===== config.mk =====
export PLATFORM = sky130hd
export DESIGN_NAME = dec_tree_sweep_ctrl
export DESIGN_NICKNAME = d
export VERILOG_FILES = /design/src/rtl/dec_tree_pkg.sv /design/src/rtl/dec_tree_sweep_score.sv /design/src/rtl/dec_tree_sweep_ctrl.sv
export SDC_FILE = /design/constraint.sdc
export NUM_CORES = 1
export LEC_CHECK = 0
export BUFFER_PORTS_ARGS = -buffer_cell sky130_fd_sc_hd__buf_4
export CELL_PAD_IN_SITES_DETAIL_PLACEMENT = 0
export CELL_PAD_IN_SITES_GLOBAL_PLACEMENT = 1
export CORE_AREA = 2 2 94 96
export DETAILED_ROUTE_END_ITERATION = 16
export DIE_AREA = 0 0 96 98
export GPL_TIMING_DRIVEN = 0
export HOLD_SLACK_MARGIN = 0.1
export PLACE_DENSITY_LB_ADDON = 0.1
export SETUP_SLACK_MARGIN = 0.5
export SLEW_MARGIN = 10
export SYNTH_ARGS = -nofsm -noshare
export SYNTH_HDL_FRONTEND = slang
export SYNTH_SLANG_ARGS = --single-unit

===== constraint.sdc =====
create_clock -name clk -period 2.05 [get_ports clk]
set_clock_uncertainty 0.05 [all_clocks]
set_input_delay 0.41 -clock clk [delete_from_list [all_inputs] [get_ports clk]]
set_output_delay 0.41 -clock clk [all_outputs]
set_load 0.01 [all_outputs]

===== src/rtl/dec_tree_pkg.sv =====
// Shared definitions for the decoder-tree evaluator sweep controller.
package dec_tree_pkg;

  localparam int unsigned N_VEC  = 16;
  localparam int unsigned IDX_W  = 4;
  localparam int unsigned FAIL_W = 5;

  // Reference sum-of-minterms function: minterms 4,5,11,12,13,14,15
  localparam logic [N_VEC-1:0] SOM_MASK = 16'hF830;

  typedef enum logic [1:0] {
    ST_IDLE   = 2'd0,
    ST_WAIT   = 2'd1,
    ST_SAMPLE = 2'd2,
    ST_DONE   = 2'd3
  } state_t;

endpackage


===== src/rtl/dec_tree_sweep_score.sv =====
// Scoreboard for one sweep: captures F per vector, counts mismatches and
// remembers the lowest mismatching vector.
module dec_tree_sweep_score
  import dec_tree_pkg::*;
(
  input  logic              clk,
  input  logic              rst_n,
  input  logic              clear,
  input  logic              sample,
  input  logic [IDX_W-1:0]  idx,
  input  logic              eval_f,
  input  logic              mask_bit,
  output logic              mismatch_c,
  output logic              clean_c,
  output logic [N_VEC-1:0]  truth_table,
  output logic [FAIL_W-1:0] fail_cnt,
  output logic [IDX_W-1:0]  first_fail
);

  // clean_c anticipates the post-sample count so pass can land with done
  assign mismatch_c = sample && (eval_f != mask_bit);
  assign clean_c    = (fail_cnt == '0) && !mismatch_c;

  always_ff @(posedge clk or negedge rst_n) begin
    if (!rst_n) begin
      truth_table <= '0;
      fail_cnt    <= '0;
      first_fail  <= '0;
    end else if (clear) begin
      truth_table <= '0;
      fail_cnt    <= '0;
      first_fail  <= '0;
    end else if (sample) begin
      truth_table[idx] <= eval_f;
      if (mismatch_c) begin
        fail_cnt <= fail_cnt + FAIL_W'(1);
        if (fail_cnt == '0) first_fail <= idx;
      end
    end
  end

endmodule


===== src/rtl/dec_tree_sweep_ctrl.sv =====
// Sweeps ABCD through all 16 vectors of the decoder-tree evaluator, samples F
// after a settle window and compares the captured truth table with a mask.
module dec_tree_sweep_ctrl
  import dec_tree_pkg::*;
#(
  parameter int unsigned SETTLE       = 1,
  parameter bit          STOP_ON_FAIL = 1'b0
) (
  input  logic              clk,
  input  logic              rst_n,
  input  logic              start,
  input  logic [N_VEC-1:0]  expected_mask,
  input  logic              eval_f,
  output logic              eval_en,
  output logic [IDX_W-1:0]  eval_abcd,
  output logic              busy,
  output logic              done,
  output logic [N_VEC-1:0]  truth_table,
  output logic              pass,
  output logic [FAIL_W-1:0] fail_cnt,
  output logic [IDX_W-1:0]  first_fail
);

  localparam int unsigned SET_W = (SETTLE < 2) ? 1 : $clog2(SETTLE + 1);

  state_t             state;
  logic [IDX_W-1:0]   idx;
  logic [SET_W-1:0]   cnt;
  logic [N_VEC-1:0]   mask_q;
  logic               accept;
  logic               sample;
  logic               mismatch_c;
  logic               clean_c;
  logic               last_vec;

  assign accept    = (state == ST_IDLE) && start;
  assign sample    = (state == ST_SAMPLE);
  assign last_vec  = (idx == IDX_W'(N_VEC - 1));
  // idx is a flop and is forced to 0 outside a sweep, so it doubles as the output
  assign eval_abcd = idx;

  dec_tree_sweep_score u_score (
    .clk         (clk),
    .rst_n       (rst_n),
    .clear       (accept),
    .sample      (sample),
    .idx         (idx),
    .eval_f      (eval_f),
    .mask_bit    (mask_q[idx]),
    .mismatch_c  (mismatch_c),
    .clean_c     (clean_c),
    .truth_table (truth_table),
    .fail_cnt    (fail_cnt),
    .first_fail  (first_fail)
  );

  always_ff @(posedge clk or negedge rst_n) begin
    if (!rst_n) begin
      state   <= ST_IDLE;
      idx     <= '0;
      cnt     <= '0;
      mask_q  <= '0;
      eval_en <= 1'b0;
      busy    <= 1'b0;
      done    <= 1'b0;
      pass    <= 1'b0;
    end else begin
      done <= 1'b0;
      case (state)
        ST_IDLE: begin
          if (start) begin
            mask_q  <= expected_mask;
            pass    <= 1'b0;
            idx     <= '0;
            cnt     <= SET_W'(SETTLE);
            eval_en <= 1'b1;
            busy    <= 1'b1;
            state   <= ST_WAIT;
          end
        end
        ST_WAIT: begin
          cnt <= cnt - SET_W'(1);
          if (cnt <= SET_W'(1)) state <= ST_SAMPLE;
        end
        ST_SAMPLE: begin
          if (last_vec || (STOP_ON_FAIL && mismatch_c)) begin
            done    <= 1'b1;
            busy    <= 1'b0;
            eval_en <= 1'b0;
            idx     <= '0;
            pass    <= clean_c;
            state   <= ST_DONE;
          end else begin
            idx   <= idx + IDX_W'(1);
            cnt   <= SET_W'(SETTLE);
            state <= ST_WAIT;
          end
        end
        ST_DONE: state <= ST_IDLE;
        default: state <= ST_IDLE;
      endcase
    end
  end

endmodule


---- Word-level counts from Yosys, hierarchy flattened ----
Cells that the tools add are included.
word-level totals
  register bits after elaboration ......... 51
  input port bits ......................... 20
  output and inout bits ................... 33
cells by class
  add/sub/neg operators ................... 3
  order comparisons ....................... 3
  equality and inequality tests ........... 9
  mux-type cells .......................... 31
  reductions and logical operators ........ 19
operators with widths
  cell                                                                count
  two-way mux 16 bit                                                  2
  two-way mux 4 bit                                                   6
  bitwise mux 16 bit                                                  1
  two-way mux 5 bit                                                   3
  two-way mux 1 bit                                                   9
  AND reduction 3 bit                                                 3
  inequality test 2 bit (second input constant)                       4
  case mux 2 bit (4 select lines)                                     1
  case mux 4 bit (2 select lines)                                     1
  AND reduction 2 bit                                                 4
  nonzero test 2 bit                                                  4
  two-way mux 2 bit                                                   3
  adder 5 x 1 -> 5 bit (second input constant)                        1
  zero test 5 bit                                                     1
  < comparator 4 x 5 -> 1 bit (second input constant)                 1
  adder 4 x 1 -> 4 bit (second input constant)                        1
  binary-select mux 1 bit (select 4 bit)                              1
  demux 1 bit (select 4 bit)                                          1
  == test 2 bit (second input constant)                               2
  == test 4 bit (second input constant)                               1
  greater-or-equal comparator 4 x 1 -> 1 bit (second input constant)  1
  logical AND 1 bit                                                   4
  case mux 1 bit (2 select lines)                                     2
  case mux 1 bit (3 select lines)                                     1
  7 further kinds                                                     7

---- Logic depth before layout (Yosys ltp) ----
Gate-level depths: netlist of the first run.
  word-level depth ........................ 8
  mapped depth ............................ 6
  mapped depth without buffers ............ 6

---- Hierarchy ----
Synthesis of the first run repeated with hierarchy kept, for this count alone.
unflattened totals
  cell total of the unflattened synthesis .. 224
  area total of the unflattened synthesis .. 2428.6 µm²
modules (own cells, without submodules)
  module                instances  cells each  area each (µm²)  sequential area each (µm²)
  dec_tree_sweep_score  1          137         1303.8           625.6
  dec_tree_sweep_ctrl   1          87          1124.8           625.6

---- Least setup slack after synthesis of the first run ----
No wires, ideal clock.
  path type ............................... reg2reg
  start ................................... register idx[0], in the netlist eval_abcd[0]
  end ..................................... register u_score.first_fail[0]
  setup time .............................. 0.079 ns
  arrival time ............................ 1.858 ns
  required time ........................... 1.921 ns
  setup slack ............................. 0.062 ns
  stages on the path, launching flop included .. 7
  buffers on the path ..................... 1
  clock period less this slack ............ 1.988 ns
  cells stage by stage .................... dfrtp_1 -> buf_6 -> mux4_1 -> a22oi_4 -> a21o_2 -> a21o_4 -> mux2i_1
on the way
  longest elaborated chain between the ends .. 6
  elaborated cells between the ends (all ways) .. 10
  classes of those cells .................. eq/ne (1); mux (6); reduce/logical (3)
ends and longest elaborated chain
  element                                  line                        source
  from (decl)                              dec_tree_sweep_ctrl.sv:27   logic [IDX_W-1:0] idx;
  from (signal assigned)                   dec_tree_sweep_ctrl.sv:94   idx <= idx + IDX_W'(1);
  binary-select mux 1 bit (select 4 bit)   dec_tree_sweep_ctrl.sv:49   .mask_bit (mask_q[idx]),
  two-way mux 1 bit (implied by the code)  dec_tree_sweep_ctrl.sv:49
  inequality test 1 bit                    dec_tree_sweep_score.sv:21  assign mismatch_c = sample && (eval_f != mask_bit);
  logical AND 1 bit                        dec_tree_sweep_score.sv:21
  nonzero test 2 bit (no source line)      --
  AND reduction 3 bit (no source line)     --
  to (signal assigned)                     dec_tree_sweep_score.sv:37  if (fail_cnt == '0) first_fail <= idx;
  to (decl)                                dec_tree_sweep_score.sv:17  output logic [IDX_W-1:0] first_fail
Parallel ways exist; a longest one is shown, timed or not. The select of a mux whose other input is x is not followed.
A chain may end at the register's enable or synchronous reset.

---- Final worst setup path of the first run ----
  start ................................... register idx[0], in the netlist eval_abcd[0]
  end ..................................... register u_score.fail_cnt[2]
on the way
  longest elaborated chain between the ends .. 6
ends and longest elaborated chain
  element                                  line                        source
  binary-select mux 1 bit (select 4 bit)   dec_tree_sweep_ctrl.sv:49
  two-way mux 1 bit (implied by the code)  dec_tree_sweep_ctrl.sv:49
  inequality test 1 bit                    dec_tree_sweep_score.sv:21
  logical AND 1 bit                        dec_tree_sweep_score.sv:21
  nonzero test 2 bit (no source line)      --
  AND reduction 2 bit (no source line)     --
  to (signal assigned)                     dec_tree_sweep_score.sv:36  fail_cnt <= fail_cnt + FAIL_W'(1);
  to (decl)                                dec_tree_sweep_score.sv:16  output logic [FAIL_W-1:0] fail_cnt,
No other way between the ends. The select of a mux whose other input is x is not followed.

==> summary.txt, run 1 <==
Die
  – I/O Pins: 53
  – Full die area: 9408 sq um
  – Rows: 34
  – DIE HEIGHT: roughly 98 um
  – Placeable Area: 8466 sq um
  – Die W: 96 um
  – Starting Density: 0.2884

Pwr
  – Clock share of power: 0.157
  – Tot Pwr: 0.003813 W
  – Int Power: 0.002285 W
  – Switching power: 0.001528 W
  – Combinational share of power: 0.474
  – Switching Share: 0.4007
  – Worst vdd ir: just over 400 uV
  – Cell leakage power: between 1.5 and 2 nW
  – Power per Cell Area: ~1100 nW/um^2
  – Reg power frac: 0.369

Logic synthesis
  – Synth Net Count: 273
  – Post-Synth Adder-Cell Area: 0.03075
  – Sequential share of the synthesized area: 0.5126
  – Multiplexer share of the synthesized area: 0.1020
  – Synthesis warning total: 0
  – Avg Inst Size Synth: 9.883 sq um
  – Post-synthesis xor/xnor area fraction: 0
  – Async S/R FF share, synth: 1.000
  – Post-synthesis compound-gate area fraction: 0.1087
  – Top FF cell, synth: dfrtp_1
  – Synth unique cells: 37
  – Combinational family with the most area after synthesis: simple AND/OR/NAND/NOR gates
  – Simple-Gate Fraction of Synth Area: 0.2045
  – Post-Syn Instances: 247
  – #FFs+latches synth: 50
  – Post-synth EDFFs: 0
  – Mapped cell area: 2441 sq um

Timing
  – RSZ-0062 raised after global routing: yes
  – Slew headroom: 0.5636
  – Setup TNS Final: 0 ps
  – Final hold violations: 0
  – # setup viols final: 0
  – Max Slew Vio Count: 0
  – Measured slew at the worst slew-check pin: 654.7 ps
  – Crit path time final: 2042 ps
  – Fmax: 489.8 MHz
  – Period utilisation layout: 0.9960
  – Hold WS: 232.2 ps
  – Final worst setup slack: 8.271 ps

Clocking
  – CTS buffer count: 5
  – CTS tree: done
  – H-Tree Depth: 2
  – CTS sink count: 50
  – Clock Tree Buf Depth: 2
  – Worst-skew pair later-pin latency: about 310 ps
  – Clock-pin slew on the worst setup and hold paths: approximately 100 ps
  – Root buf cell: clkbuf_8

Drt
  – Total wire length: 6415 um
  – Via/cell ratio: 4.659
  – Post-route DRC violation count: 0
  – DRT iter0 DRCs: 92
  – ANT nets after route: 0
  – WL/cell: 14.99 um
  – DR pass1 iterations: 4
  – Detailed-route via count: 1994

Critical path
  – CP Data Required Time: roughly 2200 ps
  – Critical R2R Launch: eval_abcd[0]
  – Worst-path fanout max: 5
  – Crit path kind: reg -> reg
  – Reg2reg path depth: 6
  – CP Launch Type: flop
  – FF-to-FF setup slack: 8 ps
  – CP Capture Type: flop
  – WP data arrival: 2180 ps
  – RR Endpoint: u_score.fail_cnt[2]

Place
  – GP Congestion: roughly 0.73
  – Pre-CTS WS: -93.86 ps
  – PortBufs: 52
  – DP HPWL: 4533 um

Min path
  – Hold EP: mask_q[9]
  – Hold path start: expected_mask[9]
  – Worst hold stages: 3
  – Hold Crit Class: in -> reg

Layout
  – Area grow syn2layout: 36.90%
  – Multi-input gate area: around 1200 sq um
  – Nets@finish: 345
  – FF+latch area: 1252 sq um
  – Number of fill cells in the layout: 890
  – Layout cells sized above 1: 0.3844
  – ANT cells: 0

Global routing
  – First-pass GRT wire length: 10420 um
  – GRT Util Overall: 0.1446
  – Gr ovfl total: 0
  – Vias in the first global route: 1965
  – Largest net degree at the start of global routing: 51
  – Initial antenna violation count: 0

Status
  – Status: finished clean

Job
  – Max cap viols: 0
==> layout by cell type (no fill, tap or decap), drive strengths merged, types with 2 or more instances in the layout <==
cell type   n
clkbuf     15
a21o        2
inv         7
nor2        9
and2        2
buf        69
a22oi       2
mux4        4
clkinvlp    2
clkinv      2
nand3       9
mux2i      14
nand4      10
o31ai       2
ha          6
nand2      74
dfrtp      50
a21oi      12
and2b       2
o21ai      15
==> how the worst max path moves through the flow <==
stage | to | start | depth (start not counted)
2_1_floorplan | u_score.first_fail[0] | eval_abcd[0] | 6
3_3_place_gp | u_score.first_fail[1] | eval_abcd[0] | 6
3_5_place_dp | u_score.first_fail[2] | eval_abcd[0] | 6
4_1_cts | u_score.fail_cnt[2] | eval_abcd[0] | 6
5_1_grt | u_score.first_fail[0] | eval_abcd[0] | 6
6_report | u_score.fail_cnt[2] | eval_abcd[0] | 6
==> synth_stat cells (6+ instances only) <==
library cell | count | area (sq um)
nand4_1 | 10 | 62.56
nand3_1 | 8 | 40.04
clkbuf_1 | 10 | 37.54
ha_1 | 6 | 75.07
o21ai_0 | 14 | 70.07
mux2i_1 | 14 | 140.1
a21oi_1 | 11 | 55.05
dfrtp_1 | 50 | 1251
nor2_1 | 9 | 33.78
nand2_1 | 74 | 277.8
inv_1 | 8 | 30.03
==> routing by layer <==
| metal | wire length (um) | share of wire | global-route usage |
|---|---|---|---|
| met1 | 3087 | 0.48 | 0.2116 |
| met2 | 2949 | 0.46 | 0.2185 |
| met3 | 298 | 0.046 | 0.02623 |
| met4 | 80 | 0.012 | 0.03956 |
| met5 | 0 | 0 | 0 |
==> final cells by class <==
class / count / area share
Buffer: 15 / 0.03033
Clock buffer: 5 / 0.02059
Clock inverter: 3 / 0.006365
Inverter: 8 / 0.01011
Multi-Input combinational cell: 174 / 0.3684
Sequential cell: 50 / 0.3748
Tap cell: 108 / 0.04043
Timing Repair Buffer: 65 / 0.1490
==> power groups by stage <==
| stage | clock, W | combinational (W) | sequential, W |
|---|---|---|---|
| 2_1_floorplan | 0 | 0.000940 | 0.00142 |
| 3_3_place_gp | 0 | 0.00143 | 0.00143 |
| 3_5_place_dp | 0 | 0.00144 | 0.00144 |
| 4_1_cts | 0.000624 | 0.00156 | 0.00141 |
| 5_1_grt | 0.000667 | 0.00200 | 0.00145 |
| 6_report | 0.000598 | 0.00181 | 0.00141 |
==> state kept, by name (all words and copies together) (netlist names) <==
| register | count |
|---|---|
| done | 1 |
| eval_abcd | 4 |
| state | 2 |
| u_score.truth_table | 16 |
| u_score.fail_cnt | 5 |
| u_score.first_fail | 4 |
| mask_q | 16 |
| busy | 1 |
| pass | 1 |
==> through the flow <==
stage | cells | util | instance area [sq um]
after global routing | 428 | 0.3948 | 3342
after CTS | 418 | 0.3695 | 3128
final | 428 | 0.3948 | 3342
after detailed placement | 407 | 0.3495 | 2959
after global placement | 407 | 0.3495 | 2959
after floorplan | 247 | - | 2434
==> repair_timing <==
item                       in CTS  in global routing
hold buffers                    1                  0
resized for setup              20                 42
hold endpoints to repair        3                  0
setup endpoints to repair      41                 45
cloned                          0                  0
pin swaps                       2                 15
setup buffers                   2                 10
==> worst max-delay path: stages (launching register included) <==
cell,delay (ps)
dfrtp_1,380
buf_6,150
mux4_2,550
a22oi_4,290
and4_2,300
o21ai_2,70
mux2i_1,130
==> cell families (layout without fill, tap and decap cells) <==
| logic type | count (synthesis) | count (layout) |
|---|---|---|
| compound gates | 38 | 38 |
| fa+ha+maj | 6 | 6 |
| buf+inv | 23 | 96 |
| flops | 50 | 50 |
| mux | 19 | 19 |
| simple gates | 111 | 111 |
No activity file was read; power rests on OpenSTA's default activity.
==> run 2: changes to the inputs <==
--- a/config.mk
+++ b/config.mk
@@ -8,9 +8,9 @@
 export BUFFER_PORTS_ARGS = -buffer_cell sky130_fd_sc_hd__buf_4
 export CELL_PAD_IN_SITES_DETAIL_PLACEMENT = 0
 export CELL_PAD_IN_SITES_GLOBAL_PLACEMENT = 1
-export CORE_AREA = 2 2 94 96
+export CORE_AREA = 2 2 118 63
 export DETAILED_ROUTE_END_ITERATION = 16
-export DIE_AREA = 0 0 96 98
+export DIE_AREA = 0 0 120 65
 export GPL_TIMING_DRIVEN = 0
 export HOLD_SLACK_MARGIN = 0.1
 export PLACE_DENSITY_LB_ADDON = 0.1
==> constraint.sdc (replaced) <==
create_clock -name clk -period 2.05 [get_ports clk]
set_clock_uncertainty 0.05 [all_clocks]
set_input_delay 0.1025 -clock clk [delete_from_list [all_inputs] [get_ports clk]]
set_output_delay 0.1025 -clock clk [all_outputs]
set_load 0.01 [all_outputs]
==> run 2 against run 1 <==
Routed wire length is 1.4% higher. Worst hold slack worse by 91 ps. Global-route usage is 3.5 points higher. Setup slack better by 24 ps. Clock power is 82% higher. Die area is 17% lower. Flip-flop and latch count stayed put. Core utilization is 13 points higher. Sequential power hardly changed. Fmax is 1.2% higher. Critical endpoint is now u_score.first_fail[1].
==> summary.txt, run 2 (synthesis results as in run 1) <==
Status
  – Status: finished clean (unchanged)

Place
  – Pre-CTS WS: -78.34 ps (was -93.86 ps)
  – DP HPWL: 4592 um (was 4533 um)
  – PortBufs: 52 (unchanged)
  – Post-Place Cells: 395 (was 407)
  – GP Congestion: 0.7574 (was 0.7345)

Timing
  – # setup viols final: 0 (unchanged)
  – Crit path time final: 2018 ps (was 2042 ps)
  – Measured slew at the worst slew-check pin: 641.6 ps (was 654.7 ps)
  – Fmax: 495.5 MHz (was 489.8 MHz)
  – Period utilisation layout: 0.9844 (was 0.9960)
  – RSZ-0062 raised after global routing: yes (unchanged)
  – Max Slew Vio Count: 0 (unchanged)
  – Hold WS: 140.7 ps (was 232.2 ps)
  – Slew headroom: 0.5723 (was 0.5636)
  – Final worst setup slack: 31.88 ps (was 8.271 ps)
  – Final hold violations: 0 (unchanged)

Clocking
  – Clock-pin slew on the worst setup and hold paths: 60 ps (was 100 ps)
  – CTS sink count: 50 (unchanged)
  – H-Tree Depth: 2 (unchanged)
  – CTS tree: done (unchanged)
  – Clock Tree Buf Depth: 2 (unchanged)
  – Root buf cell: clkbuf_16 (was clkbuf_8)
  – CTS buffer count: 5 (unchanged)
  – Worst-skew pair later-pin latency: 290 ps (was 310 ps)

Drt
  – Via/cell ratio: 4.800 (was 4.659)
  – DRT iter0 DRCs: 116 (was 92)
  – Detailed-route via count: 2069 (was 1994)
  – WL/cell: 15.09 um (was 14.99 um)
  – Total wire length: 6503 um (was 6415 um)
  – Post-route DRC violation count: 0 (unchanged)
  – ANT nets after route: 0 (unchanged)
  – DR pass1 iterations: 4 (unchanged)

Global routing
  – Vias in the first global route: 1981 (was 1965)
  – Gr ovfl total: 0 (unchanged)
  – GRT Util Overall: 0.1794 (was 0.1446)
  – Initial antenna violation count: 0 (unchanged)
  – Largest net degree at the start of global routing: 51 (unchanged)
  – First-pass GRT wire length: 10720 um (was 10420 um)

Critical path
  – WP data arrival: 2140 ps (was 2180 ps)
  – CP Launch Type: flop (unchanged)
  – Critical R2R Launch: eval_abcd[0] (unchanged)
  – CP Data Required Time: 2180 ps (was 2190 ps)
  – CP Capture Type: flop (unchanged)
  – Setup crit start: eval_abcd[0] (unchanged)
  – Crit path kind: reg -> reg (unchanged)
  – Worst-path fanout max: 5 (unchanged)

Die
  – I/O Pins: 53 (unchanged)
  – Full die area: 7800 sq um (was 9408 sq um)
  – DIE HEIGHT: 65 um (was 98 um)
  – Placeable Area: 6909 sq um (was 8466 sq um)
  – Die W: 120 um (was 96 um)
  – Rows: 22 (was 34)
  – Starting Density: 0.3533 (was 0.2884)

Pwr
  – Worst vdd ir: 428.3 uV (was 414.9 uV)
  – Cell leakage power: 1.771 nW (was 1.663 nW)
  – Power per Cell Area: 1215 nW/um^2 (was 1141 nW/um^2)

Job
  – Max cap viols: 0 (unchanged)

Min path
  – Hold path start: start (was expected_mask[9])
  – Hold Crit Class: in -> reg (unchanged)

Layout
  – Commonest non-fill, non-tap cells in the layout: 70 x nand2_1, 61 x buf_4, 48 x dfrtp_1 (was 70 x nand2_1, 64 x buf_4, 49 x dfrtp_1)
  – Layout cells sized above 1: 0.3642 (was 0.3844)
  – Nets@finish: 360 (was 345)
  – Final core area utilization: 0.5206 (was 0.3948)
  – Commonest non-fill, non-tap cell in the layout: nand2_1 (unchanged)
  – Area grow syn2layout: 47.36% (was 36.90%)
  – ANT cells: 0 (unchanged)
  – Final Non-Filler Cells: 431 (was 428)
  – Biggest regs: mask_q (16), u_score.truth_table (16), u_score.fail_cnt (5) (unchanged)
run 2: changes by cell type in the layout (fill, tap and decap cells not counted), sizes merged:
| cell | change |
|---|---|
| dlygate4sd3 | +16 |
| bufinv | +2 |
| clkinv | -2 |
| buf | -1 |
| clkbuf | +1 |
| clkinvlp | -1 |
run 2: critical path: stages (launching register included):
cell	delay [ps]
dfrtp_1	380
buf_6	150
mux4_2	540
a22oi_4	270
nand3_4	130
a21o_4	260
mux2i_1	120
run 2: report_power, final:
part	switching [W]	total (W)	internal [W]
combinational	0.00101	0.00185	0.000837
sequential	0.000186	0.00143	0.00124
clock	0.000357	0.00109	0.000732
run 2: path summary, 6_finish.rpt:
| kind | to | slack, ps | cells past startpoint |
|---|---|---|---|
| hold reg to reg | mask_q[10] | 420 | 2 |
| hold / removal | u_score.fail_cnt[4] | 140 | 4 |
| setup reg to reg | u_score.first_fail[1] | 30 | 6 |
| min in group asynchronous | mask_q[3] | 320 | 2 |
| setup / recovery | u_score.first_fail[1] | 30 | 6 |
| max in group asynchronous | state[1] | 1150 | 2 |
run 2: stage by stage:
stage	instance area (sq um)	power, W	TNS (ps)
after global placement	2944	0.002855	-492.6
after floorplan	2434	0.002364	0
after CTS	3418	0.004158	0
after detailed placement	2944	0.002862	-416.3
final	3597	0.004370	0
after global routing	3597	0.004669	-470.4
run 2: cell type report:
cell class              instances  area (sq um)
inverters                       8         36.28
well taps                      96         120.1
plain buffers                  15         102.6
fillers                       652          3312
clock inverters                 2         60.06
repair buffers                 80         658.1
clock buffers                   6         138.9
flip-flops and latches         50          1254
multi-input cells             174          1227
run 2: what timing repair did:
item,in CTS,in global routing
buffers inserted,5,6
resized for setup,21,46
pin swaps,2,11
endpoints found under the hold margin,66,0
endpoints found under the setup margin,41,30
hold buffers,17,0
run 2: layer usage:
| metal | part of all wire | GRT usage | vias to the layer above | routed length, um |
|---|---|---|---|---|
| met4 | 0.0088 | 0.04412 | 0 | 57 |
| li1 | - | - | 1021 | - |
| met5 | 0 | 0 | - | 0 |
| met2 | 0.39 | 0.2337 | 61 | 2542 |
| met3 | 0.056 | 0.03697 | 7 | 367 |
| met1 | 0.54 | 0.2925 | 980 | 3536 |
==> run 3: changes to the inputs <==
--- a/config.mk
+++ b/config.mk
@@ -14,6 +14,7 @@
 export GPL_TIMING_DRIVEN = 0
 export HOLD_SLACK_MARGIN = 0.1
 export PLACE_DENSITY_LB_ADDON = 0.1
+export RECOVER_POWER = 25
 export SETUP_SLACK_MARGIN = 0.5
 export SLEW_MARGIN = 10
 export SYNTH_ARGS = -nofsm -noshare
==> run 3 against run 2 <==
Cell count stayed put. Global-route usage stayed put. Register-to-register slack hardly changed. Core utilization is 0.91 points lower. Sequential power hardly changed. Critical endpoint unchanged. Largest cell class unchanged.
==> summary.txt, run 3 (synthesis results as in run 1) <==
Layout
  – Area grow syn2layout: 44.80% (was 47.36%)
  – Biggest regs: mask_q (16), u_score.truth_table (16), u_score.fail_cnt (5) (unchanged)
  – ANT cells: 0 (unchanged)
  – Layout cells sized above 1: 0.3164 (was 0.3642)
  – Design area: 3535 sq um (was 3597 sq um)
  – Commonest non-fill, non-tap cells in the layout: 70 x nand2_1, 48 x dfrtp_1, 44 x buf_4 (was 70 x nand2_1, 61 x buf_4, 48 x dfrtp_1)
  – Nets@finish: 360 (unchanged)
  – Commonest non-fill, non-tap cell in the layout: nand2_1 (unchanged)

Job
  – Max cap viols: 0 (unchanged)

Critical path
  – CP Capture Type: flop (unchanged)
  – CP Launch Type: flop (unchanged)
  – WP data arrival: 2150 ps (was 2140 ps)
  – CP Data Required Time: 2180 ps (about the same)
  – Worst-path fanout max: 5 (unchanged)
  – Crit path kind: reg -> reg (unchanged)

Place
  – GP Congestion: 0.7574 (unchanged)
  – PortBufs: 52 (unchanged)
  – DP HPWL: 4592 um (unchanged)
  – Placed inst area: 2944 sq um (unchanged)

Die
  – I/O Pins: 53 (unchanged)
  – Die W: 120 um (unchanged)
  – Full die area: 7800 sq um (unchanged)
  – Placeable Area: 6909 sq um (unchanged)
  – Starting Density: 0.3533 (unchanged)
  – DIE HEIGHT: 65 um (unchanged)
  – Rows: 22 (unchanged)

Global routing
  – Initial antenna violation count: 0 (unchanged)
  – GRT Util Overall: 0.1794 (unchanged)
  – Largest net degree at the start of global routing: 51 (unchanged)
  – First-pass GRT wire length: 10720 um (unchanged)
  – Vias in the first global route: 1981 (unchanged)
  – Gr ovfl total: 0 (unchanged)

Drt
  – Via/cell ratio: 4.828 (was 4.800)
  – Detailed-route via count: 2081 (was 2069)
  – Total wire length: 6534 um (was 6503 um)
  – WL/cell: 15.16 um (was 15.09 um)
  – DRT iter0 DRCs: 127 (was 116)
  – ANT nets after route: 0 (unchanged)
  – Post-route DRC violation count: 0 (unchanged)
  – DR pass1 iterations: 4 (unchanged)

Timing
  – Slew headroom: 0.1677 (was 0.5723)
  – Period utilisation layout: 0.9886 (was 0.9844)
  – Crit path time final: 2027 ps (was 2018 ps)
  – RSZ-0062 raised after global routing: yes (unchanged)
  – # setup viols final: 0 (unchanged)
  – Fmax: 493.4 MHz (was 495.5 MHz)
  – Max Slew Vio Count: 0 (unchanged)
  – Final hold violations: 0 (unchanged)
  – Setup TNS Final: 0 ps (unchanged)
  – Measured slew at the worst slew-check pin: 1248 ps (was 641.6 ps)

Clocking
  – CTS buffer count: 5 (unchanged)
  – Clock Tree Buf Depth: 2 (unchanged)
  – CTS tree: done (unchanged)
  – CTS sink count: 50 (unchanged)
  – Worst-skew pair later-pin latency: 290 ps (about the same)
  – H-Tree Depth: 2 (unchanged)
  – Root buf cell: clkbuf_16 (unchanged)
  – Clock-pin slew on the worst setup and hold paths: 60 ps (about the same)

Status
  – Status: finished clean (unchanged)

Pwr
  – Cell leakage power: 1.703 nW (was 1.771 nW)
  – Worst vdd ir: 429.2 uV (was 428.3 uV)
  – Power per Cell Area: 1230 nW/um^2 (was 1215 nW/um^2)
  – Tot Pwr: 0.004347 W (was 0.004370 W)

Min path
  – Hold Crit Class: in -> reg (unchanged)
-- run 3: changes by cell type in the layout (fill, tap and decap cells not counted), sizes merged --
cell	before	now
buf	68	51
clkbuf	16	33
-- run 3: final cells by class --
class,count,area [sq um]
multi-input cells,174,1227
plain buffers,15,102.6
clock buffers,6,138.9
inverters,8,36.28
flip-flops and latches,50,1254
well taps,96,120.1
fillers,663,3374
repair buffers,80,595.6
clock inverters,2,60.06
-- run 3: path summary, 6_finish.rpt --
check                        startpoint                    end  depth (start not counted)  slack [ps]
max                        eval_abcd[0]  u_score.first_fail[1]                          6          20
min                               start    u_score.fail_cnt[4]                          4         140
max reg2reg                eval_abcd[0]  u_score.first_fail[1]                          6          20
min reg2reg                  mask_q[10]             mask_q[10]                          2         420
max in group asynchronous         rst_n               state[1]                          2         540
min in group asynchronous         rst_n              mask_q[3]                          2         560
-- run 3: power by group --
part	total [W]	internal (W)	switching [W]
logic	0.00183	0.000811	0.00102
registers	0.00143	0.00124	0.000184
clock network	0.00109	0.000732	0.000357
-- run 3: routing by layer --
layer / wire length [um] / global-route usage / vias to the layer above
li1: - / - / 1017
met1: 3580 / 0.2925 / 1004
met2: 2574 / 0.2337 / 53
met3: 320 / 0.03697 / 7
met4: 60 / 0.04412 / 0
met5: 0 / 0 / -
-- run 3: worst max-delay path, stage by stage (launching register included) --
cell,delay [ps]
dfrtp_1,370
buf_6,150
mux4_2,540
a22oi_4,270
nand3_4,140
a21o_4,260
mux2i_1,120
-- run 3: what timing repair did --
| item | 4_1_cts | 5_1_grt |
|---|---|---|
| gates resized for setup | 21 | 46 |
| buffers inserted | 5 | 6 |
| hold buffers | 17 | 0 |
| pin swaps | 2 | 11 |
| setup endpoints to repair | 41 | 30 |
| endpoints found under the hold margin | 66 | 0 |
-- run 3: stage by stage --
stage                     utilization  hold WS (ps)  instances  worst slack, ps
after detailed placement       0.4261         133.0        395           -78.34
after CTS                      0.4947         131.5        425            37.69
after floorplan                     -        -243.1        247            71.97
after global routing           0.5116         195.1        431           -75.51
after global placement         0.4261         129.3        395           -87.18
final                          0.5116         137.2        431            23.43
